<file path="src/rtl/rc_pipe_pkg.sv">
// rc_pipe_pkg: shared PIPE power-state codes, detect status code and controller state type.
package rc_pipe_pkg;
    localparam logic [1:0] PD_P0      = 2'b00;
    localparam logic [1:0] PD_P0S     = 2'b01;
    localparam logic [1:0] PD_P1      = 2'b10;
    localparam logic [1:0] PD_P2      = 2'b11;
    localparam logic [2:0] RXSTAT_DET = 3'b011;

    typedef enum logic [2:0] {
        ST_RST_WAIT,
        ST_IDLE,
        ST_PD_WAIT,
        ST_DET_WAIT,
        ST_DET_END
    } state_t;

    // Transmitter is forced to electrical idle in every state other than P0.
    function automatic logic pd_low_power(input logic [1:0] pd);
        return pd == PD_P0S || pd == PD_P1 || pd == PD_P2;
    endfunction
endpackage

</file>
<file path="src/rtl/rc_pipe_mac_phyctl_if.sv">
// rc_pipe_mac_phyctl_if: PIPE-side and LTSSM-side signals of the MAC PHY controller.
interface rc_pipe_mac_phyctl_if;
    logic       PhyStatus;
    logic [2:0] RxStatus_0;
    logic [1:0] PowerDown;
    logic       TxDetectRx_Loopback;
    logic       TxElecIdle_0;
    logic       tx_idle_req;
    logic       loopback_req;
    logic       pd_req;
    logic [1:0] pd_target;
    logic       det_req;
    logic       busy;
    logic       pd_done;
    logic       det_done;
    logic       det_present;
    logic       phy_ready;
    logic       err_timeout;
    logic       clr_err;

    modport master (
        input  PhyStatus, RxStatus_0, tx_idle_req, loopback_req, pd_req, pd_target, det_req, clr_err,
        output PowerDown, TxDetectRx_Loopback, TxElecIdle_0, busy, pd_done, det_done, det_present,
               phy_ready, err_timeout
    );
    modport slave (
        output PhyStatus, RxStatus_0, tx_idle_req, loopback_req, pd_req, pd_target, det_req, clr_err,
        input  PowerDown, TxDetectRx_Loopback, TxElecIdle_0, busy, pd_done, det_done, det_present,
               phy_ready, err_timeout
    );
endinterface

</file>
<file path="src/rtl/rc_pipe_tmo_cnt.sv">
// rc_pipe_tmo_cnt: saturating handshake timer; expire is high once the count reaches TMO_CYC-1.
module rc_pipe_tmo_cnt #(
    parameter int TMO_W   = 12,
    parameter int TMO_CYC = 4000
) (
    input  logic clk,
    input  logic rst,
    input  logic i_clr,
    input  logic i_en,
    output logic o_expire
);
    localparam logic [TMO_W-1:0] LAST = TMO_W'(TMO_CYC - 1);

    logic [TMO_W-1:0] r_cnt;

    always_ff @(posedge clk or posedge rst) begin
        if (rst)
            r_cnt <= '0;
        else if (i_clr)
            r_cnt <= '0;
        else if (i_en && r_cnt != LAST)
            r_cnt <= r_cnt + TMO_W'(1);
    end

    assign o_expire = r_cnt == LAST;
endmodule

</file>
<file path="src/rtl/rc_pipe_mac_phyctl.sv">
// rc_pipe_mac_phyctl: MAC-side PIPE controller serialising LTSSM power-state, receiver-detect
// and loopback requests into PhyStatus handshakes, with a timeout guard.
module rc_pipe_mac_phyctl
    import rc_pipe_pkg::*;
#(
    parameter int         TMO_W   = 12,
    parameter int         TMO_CYC = 4000,
    parameter logic [1:0] RST_PD  = 2'b10
) (
    input  logic                 PCLK,
    input  logic                 RESET,
    rc_pipe_mac_phyctl_if.master pipe
);
    state_t     r_state, w_state;
    logic [1:0] r_pd, w_pd;
    logic       r_txdet, w_txdet, r_eidle, w_eidle, r_busy, r_phy_ready, r_ps_low;
    logic       r_pd_done, w_pd_done, r_det_done, w_det_done;
    logic       r_det_present, w_det_present, r_err, w_err;
    logic       w_wait, w_expire, w_tmo;

    assign w_wait = r_state == ST_PD_WAIT || r_state == ST_DET_WAIT;
    assign w_tmo  = w_wait && w_expire && !pipe.PhyStatus;

    rc_pipe_tmo_cnt #(.TMO_W(TMO_W), .TMO_CYC(TMO_CYC)) u_tmo (
        .clk     (PCLK),
        .rst     (RESET),
        .i_clr   (r_state == ST_IDLE),
        .i_en    (w_wait),
        .o_expire(w_expire)
    );

    always_comb begin
        w_state       = r_state;
        w_pd          = r_pd;
        w_pd_done     = 1'b0;
        w_det_done    = 1'b0;
        w_det_present = r_det_present;
        case (r_state)
            ST_RST_WAIT: if (!pipe.PhyStatus && r_ps_low) w_state = ST_IDLE;
            ST_IDLE: begin
                if (pipe.det_req) begin
                    w_det_present = 1'b0;
                    if (r_pd == PD_P1) w_state = ST_DET_WAIT;
                    else w_det_done = 1'b1;
                end else if (pipe.pd_req) begin
                    if (pipe.pd_target == r_pd) begin
                        w_pd_done = 1'b1;
                    end else begin
                        w_pd    = pipe.pd_target;
                        w_state = ST_PD_WAIT;
                    end
                end
            end
            ST_PD_WAIT: begin
                if (pipe.PhyStatus || w_expire) begin
                    w_pd_done = 1'b1;
                    w_state   = ST_IDLE;
                end
            end
            ST_DET_WAIT: begin
                if (pipe.PhyStatus) begin
                    w_det_present = pipe.RxStatus_0 == RXSTAT_DET;
                    w_state       = ST_DET_END;
                end else if (w_expire) begin
                    w_det_done = 1'b1;
                    w_state    = ST_IDLE;
                end
            end
            ST_DET_END: begin
                w_det_done = 1'b1;
                w_state    = ST_IDLE;
            end
            default: w_state = ST_RST_WAIT;
        endcase
        if (w_tmo) w_det_present = 1'b0;
        // Loopback is only honoured when idle in P0; otherwise the pin is the detect strobe.
        w_txdet = w_tmo ? 1'b0
                : (w_state == ST_IDLE && w_pd == PD_P0) ? pipe.loopback_req
                : w_state == ST_DET_WAIT;
        w_eidle = (w_state == ST_IDLE || w_state == ST_PD_WAIT) && !pd_low_power(w_pd)
                ? pipe.tx_idle_req : 1'b1;
        w_err   = w_tmo || (r_err && !pipe.clr_err);
    end

    always_ff @(posedge PCLK or posedge RESET) begin
        if (RESET) begin
            r_state       <= ST_RST_WAIT;
            r_pd          <= RST_PD;
            r_txdet       <= 1'b0;
            r_eidle       <= 1'b1;
            r_busy        <= 1'b1;
            r_pd_done     <= 1'b0;
            r_det_done    <= 1'b0;
            r_det_present <= 1'b0;
            r_phy_ready   <= 1'b0;
            r_err         <= 1'b0;
            r_ps_low      <= 1'b0;
        end else begin
            r_state       <= w_state;
            r_pd          <= w_pd;
            r_txdet       <= w_txdet;
            r_eidle       <= w_eidle;
            r_busy        <= w_state != ST_IDLE;
            r_pd_done     <= w_pd_done;
            r_det_done    <= w_det_done;
            r_det_present <= w_det_present;
            r_phy_ready   <= w_state != ST_RST_WAIT;
            r_err         <= w_err;
            r_ps_low      <= !pipe.PhyStatus;
        end
    end

    assign pipe.PowerDown           = r_pd;
    assign pipe.TxDetectRx_Loopback = r_txdet;
    assign pipe.TxElecIdle_0        = r_eidle;
    assign pipe.busy                = r_busy;
    assign pipe.pd_done             = r_pd_done;
    assign pipe.det_done            = r_det_done;
    assign pipe.det_present         = r_det_present;
    assign pipe.phy_ready           = r_phy_ready;
    assign pipe.err_timeout         = r_err;
endmodule

</file>
<file path="src/flat_wrapper.sv">
// flat-port wrapper written by rule: the top's interface ports become plain ports
module rc_pipe_mac_phyctl_flat import rc_pipe_pkg::*;
#(
    parameter int         TMO_W   = 12,
    parameter int         TMO_CYC = 4000,
    parameter logic [1:0] RST_PD  = 2'b10
)
  (PCLK, RESET, pipe_PhyStatus, pipe_RxStatus_0, pipe_tx_idle_req, pipe_loopback_req, pipe_pd_req, pipe_pd_target, pipe_det_req, pipe_clr_err, pipe_PowerDown, pipe_TxDetectRx_Loopback, pipe_TxElecIdle_0, pipe_busy, pipe_pd_done, pipe_det_done, pipe_det_present, pipe_phy_ready, pipe_err_timeout);
  rc_pipe_mac_phyctl_if pipe_i ();
  input  logic PCLK;
  input  logic RESET;
  input wire logic [$bits(pipe_i.PhyStatus)-1:0] pipe_PhyStatus;
  input wire logic [$bits(pipe_i.RxStatus_0)-1:0] pipe_RxStatus_0;
  input wire logic [$bits(pipe_i.tx_idle_req)-1:0] pipe_tx_idle_req;
  input wire logic [$bits(pipe_i.loopback_req)-1:0] pipe_loopback_req;
  input wire logic [$bits(pipe_i.pd_req)-1:0] pipe_pd_req;
  input wire logic [$bits(pipe_i.pd_target)-1:0] pipe_pd_target;
  input wire logic [$bits(pipe_i.det_req)-1:0] pipe_det_req;
  input wire logic [$bits(pipe_i.clr_err)-1:0] pipe_clr_err;
  output wire logic [$bits(pipe_i.PowerDown)-1:0] pipe_PowerDown;
  output wire logic [$bits(pipe_i.TxDetectRx_Loopback)-1:0] pipe_TxDetectRx_Loopback;
  output wire logic [$bits(pipe_i.TxElecIdle_0)-1:0] pipe_TxElecIdle_0;
  output wire logic [$bits(pipe_i.busy)-1:0] pipe_busy;
  output wire logic [$bits(pipe_i.pd_done)-1:0] pipe_pd_done;
  output wire logic [$bits(pipe_i.det_done)-1:0] pipe_det_done;
  output wire logic [$bits(pipe_i.det_present)-1:0] pipe_det_present;
  output wire logic [$bits(pipe_i.phy_ready)-1:0] pipe_phy_ready;
  output wire logic [$bits(pipe_i.err_timeout)-1:0] pipe_err_timeout;
  assign pipe_i.PhyStatus = pipe_PhyStatus;
  assign pipe_i.RxStatus_0 = pipe_RxStatus_0;
  assign pipe_i.tx_idle_req = pipe_tx_idle_req;
  assign pipe_i.loopback_req = pipe_loopback_req;
  assign pipe_i.pd_req = pipe_pd_req;
  assign pipe_i.pd_target = pipe_pd_target;
  assign pipe_i.det_req = pipe_det_req;
  assign pipe_i.clr_err = pipe_clr_err;
  assign pipe_PowerDown = pipe_i.PowerDown;
  assign pipe_TxDetectRx_Loopback = pipe_i.TxDetectRx_Loopback;
  assign pipe_TxElecIdle_0 = pipe_i.TxElecIdle_0;
  assign pipe_busy = pipe_i.busy;
  assign pipe_pd_done = pipe_i.pd_done;
  assign pipe_det_done = pipe_i.det_done;
  assign pipe_det_present = pipe_i.det_present;
  assign pipe_phy_ready = pipe_i.phy_ready;
  assign pipe_err_timeout = pipe_i.err_timeout;
  rc_pipe_mac_phyctl #(.TMO_W(TMO_W), .TMO_CYC(TMO_CYC), .RST_PD(RST_PD)) u_core (.PCLK(PCLK), .RESET(RESET), .pipe(pipe_i));
endmodule
</file>
<file path="config.mk">
export PLATFORM = sky130hd
export DESIGN_NAME = rc_pipe_mac_phyctl_flat
export DESIGN_NICKNAME = d
export VERILOG_FILES = /design/src/rtl/rc_pipe_pkg.sv /design/src/rtl/rc_pipe_mac_phyctl_if.sv /design/src/rtl/rc_pipe_tmo_cnt.sv /design/src/rtl/rc_pipe_mac_phyctl.sv /design/src/flat_wrapper.sv
export SDC_FILE = /design/constraint.sdc
export NUM_CORES = 1
export LEC_CHECK = 0
export BUFFER_PORTS_ARGS = -buffer_cell sky130_fd_sc_hd__buf_2
export CAP_MARGIN = 20
export CORE_UTILIZATION = 44
export DETAILED_ROUTE_END_ITERATION = 12
export PLACE_DENSITY = 0.65
export SLEW_MARGIN = 20
export SYNTH_ARGS = -nofsm -noshare
export SYNTH_HDL_FRONTEND = slang
export SYNTH_SLANG_ARGS = --single-unit
</file>
<file path="constraint.sdc">
create_clock -name PCLK -period 2.4 [get_ports PCLK]
set_clock_uncertainty 0.15 [all_clocks]
set_input_delay 0.12 -clock PCLK [delete_from_list [all_inputs] [get_ports PCLK]]
set_output_delay 0.12 -clock PCLK [all_outputs]
set_load 0.005 [all_outputs]
</file>
==> impl_metrics.csv <==
group,metric,value,unit
run,drv_cap,0,
finish,final_core_util,56.0,%
placed_design,dp.cells,181,
synth,avgSynthCellArea,10.4,µm²
synth,synth_seq_cells,26,
synth,async_flop_share,100,%
timing,fin_ws,153,ps
setup_path,crit_type,"flip-flop to flip-flop",
route,drt_wl_total,2.62,mm
power,power.density,847,nW/µm²
finish,fin_cells,193,
synth,yosysWarnings,0,
die,fp.dieArea,3260,µm²
timing,rsz0062_at_grt,"no",
global_routing,grt_antenna_before_repair,0,
setup_path,setup.worst_path.start_class,"flip-flop",
synth,synth-adder-area-share,0.935,%
worst_hold_path,hold_path.class,"input port to flip-flop",
cts,tritoncts,"built",
route,drt_pass1_iterations,8,
synth,synth.distinct_cells,42,
finish,layout-drive-gt1-share,26.5,%
cts,cts_setup_buffers,0,
cts,cts_sinks,26,
placed_design,dp_hpwl,1.90,mm
synth,synth_compound_area_share,9.92,%
timing,drv_slew,0,
setup_path,crit_chain,"nor3b_4 -> buf_4 -> a21oi_1 -> o41ai_1 -> dlygate4sd3_1",
synth,synth_top_family_by_area,"simple AND/OR/NAND/NOR gates",
global_routing,grt.overflow.total,0,
die,num_rows,19,
run_status,status,"finished, violations left",
timing,fin_crit_sh,93.6,%
synth,syn-cell-area,1340,µm²
finish,n_fill_cell,246,
setup_path,cp_max_fo,13,
timing,setup_viol,0,
placed_design,pre_cts_ws,381,ps
placed_design,place.gp.congestion,0.909,
setup_path,cp.required,2510,ps
route,drt-initial-drc-count,11,
synth,syn-num-nets,143,
cts,clkLatencyLatePin,310,ps
die,die_x,57.1,µm
timing,tightest_slew,424,ps
global_routing,track_usage,17.8,%
finish,antennaDiodeCount,0,
setup_path,critPathArrivalTime,2360,ps
die,start_util,47.3,%
power,max-vdd-ir-drop,0.497,mV
route,num_vias,1014,
setup_path,cp-end-kind,"flip-flop",
synth,synth-seq-area-share,48.9,%
cts,htree_levels,1,
setup_path,slowest_delay,580,ps
timing,max_freq,445,MHz
synth,netlist_instances,129,
synth,synth-edff-count,0,
synth,synth_simple_gate_area_share,25.2,%
synth,synthMuxAreaShare,3.27,%
setup_path,crit_buf_inv,2,
timing,post-route-min-period,2250,ps
setup_path,path_delay_family,"buffers and inverters",
timing,maxSlewHeadroom,71.7,%
cts,clkTransAtPathRegs,130,ps
finish,nNetsFinal,177,
finish,final_common_cell,"dfrtp_1",
finish,final_cell_mix,"23 x dfrtp_1, 22 x buf_2, 20 x nor2_1",
route,drcViolationCount,2,
die,core,2830,µm²
die,ios,23,
die,fp.dieH,57.1,µm
global_routing,grt_pass1_vias,1002,
setup_path,cp_slowest_cell,"dlygate4sd3_1",
global_routing,grt_max_degree,27,
power,leakagePower,0.000764,µW
global_routing,grt_pass1_wl,4.47,mm
placed_design,io_buffers,22,
cts,numCtsBuffers,3,
cts,root_buffer,"clkbuf_4",
power,p_total,1340,µW
route,wl_per_cell,13.6,µm
timing,hold_viol_final,0,
synth,synth_ff_type,"dfrtp_1",
synth,synth_xor_area_share,7.86,%
route,post_drt_via_cell_ratio,5.25,
timing,finalSetupTns,0,ps
cts,clockBufferDepth,2,
finish,syn_to_final_growth,18.4,%
route,ant_nets,0,
run_status,violations,"design-rule violations",
synthesized netlist by cell type (all sizes together) (3+ instances only):
library cell,number,area (µm²)
nor2,20,75.1
mux2,3,33.8
inv,6,22.5
buf,3,30.0
xor2,11,96.3
dfstp,3,78.8
and3,4,25.0
o21ai,3,18.8
a21oi,4,20.0
and2,3,20.0
nor2b,3,18.8
nand3,4,32.5
nand4,5,31.3
nand2,10,40.0
dfrtp,23,576
per-layer routing:
metal  vias to the layer above  wire length (µm)  GRT usage [%]
met3                         2                56           2.27
met5                         -                 0              0
li1                        516                 -              -
met4                         0                23           6.97
met2                        15              1240           28.4
met1                       481              1300           24.9
path summary, 6_finish.rpt:
path	slack, ps	end	from	depth (start not counted)
hold reg to reg	350	u_core.pipe.err_timeout	u_core.pipe.err_timeout	1
setup reg to reg	150	u_core.pipe.det_present	u_core.r_state[1]	5
max in group asynchronous	1570	u_core.pipe.busy	RESET	4
min in group asynchronous	230	u_core.u_tmo.r_cnt[1]	RESET	4
hold / removal	50	u_core.r_state[1]	pipe_det_req	3
setup / recovery	150	u_core.pipe.det_present	u_core.r_state[1]	5
worst min-delay path, stage by stage:
cell	delay [ps]
buf_2	110
nand3_1	90
o311ai_2	140
sequential cells by signal (all words and copies together), names as in the netlist:
| signal | flops |
|---|---|
| u_core.pipe.busy | 1 |
| u_core.r_ps_low | 1 |
| u_core.pipe.PowerDown | 2 |
| u_core.pipe.err_timeout | 1 |
| u_core.pipe.phy_ready | 1 |
| u_core.pipe.TxDetectRx_Loopback | 1 |
| u_core.pipe.det_present | 1 |
| u_core.u_tmo.r_cnt | 12 |
| u_core.pipe.TxElecIdle_0 | 1 |
| u_core.r_state | 3 |
| u_core.pipe.pd_done | 1 |
| u_core.pipe.det_done | 1 |
per-stage QoR:
step | hold slack, ps | instance area, µm²
finish | 48.2 | 1580
global route | 53.2 | 1580
CTS | 35.7 | 1580
detailed placement | 42.8 | 1470
global placement | 32.8 | 1470
floorplan | 7.79 | 1340
cell type report:
cell class	instances	area, µm²	area share [%]
flip-flops and latches	26	654	41.3
multi-input cells	94	637	40.2
repair buffers	32	205	13.0
well taps	31	38.8	2.45
clock buffers	4	26.3	1.66
inverters	6	22.5	1.42
report_power, final:
| part | internal (µW) | switching [µW] | total [µW] |
|---|---|---|---|
| logic | 232 | 296 | 529 |
| registers | 545 | 80.1 | 625 |
| clock network | 64.9 | 122 | 187 |
| total | 842 | 499 | 1340 |
logic make-up after synthesis:
group,Yosys count
simple gates,60
fa+ha+maj,1
mux,4
flops,26
xor+xnor,12
compound gates,17
buf+inv,9
repair_timing:
item	CTS	global route
gates resized for setup	0	1
endpoints found under the setup margin	0	1
endpoints found under the hold margin	32	0
hold buffers	8	0
Power figures use the tool's default switching activity.
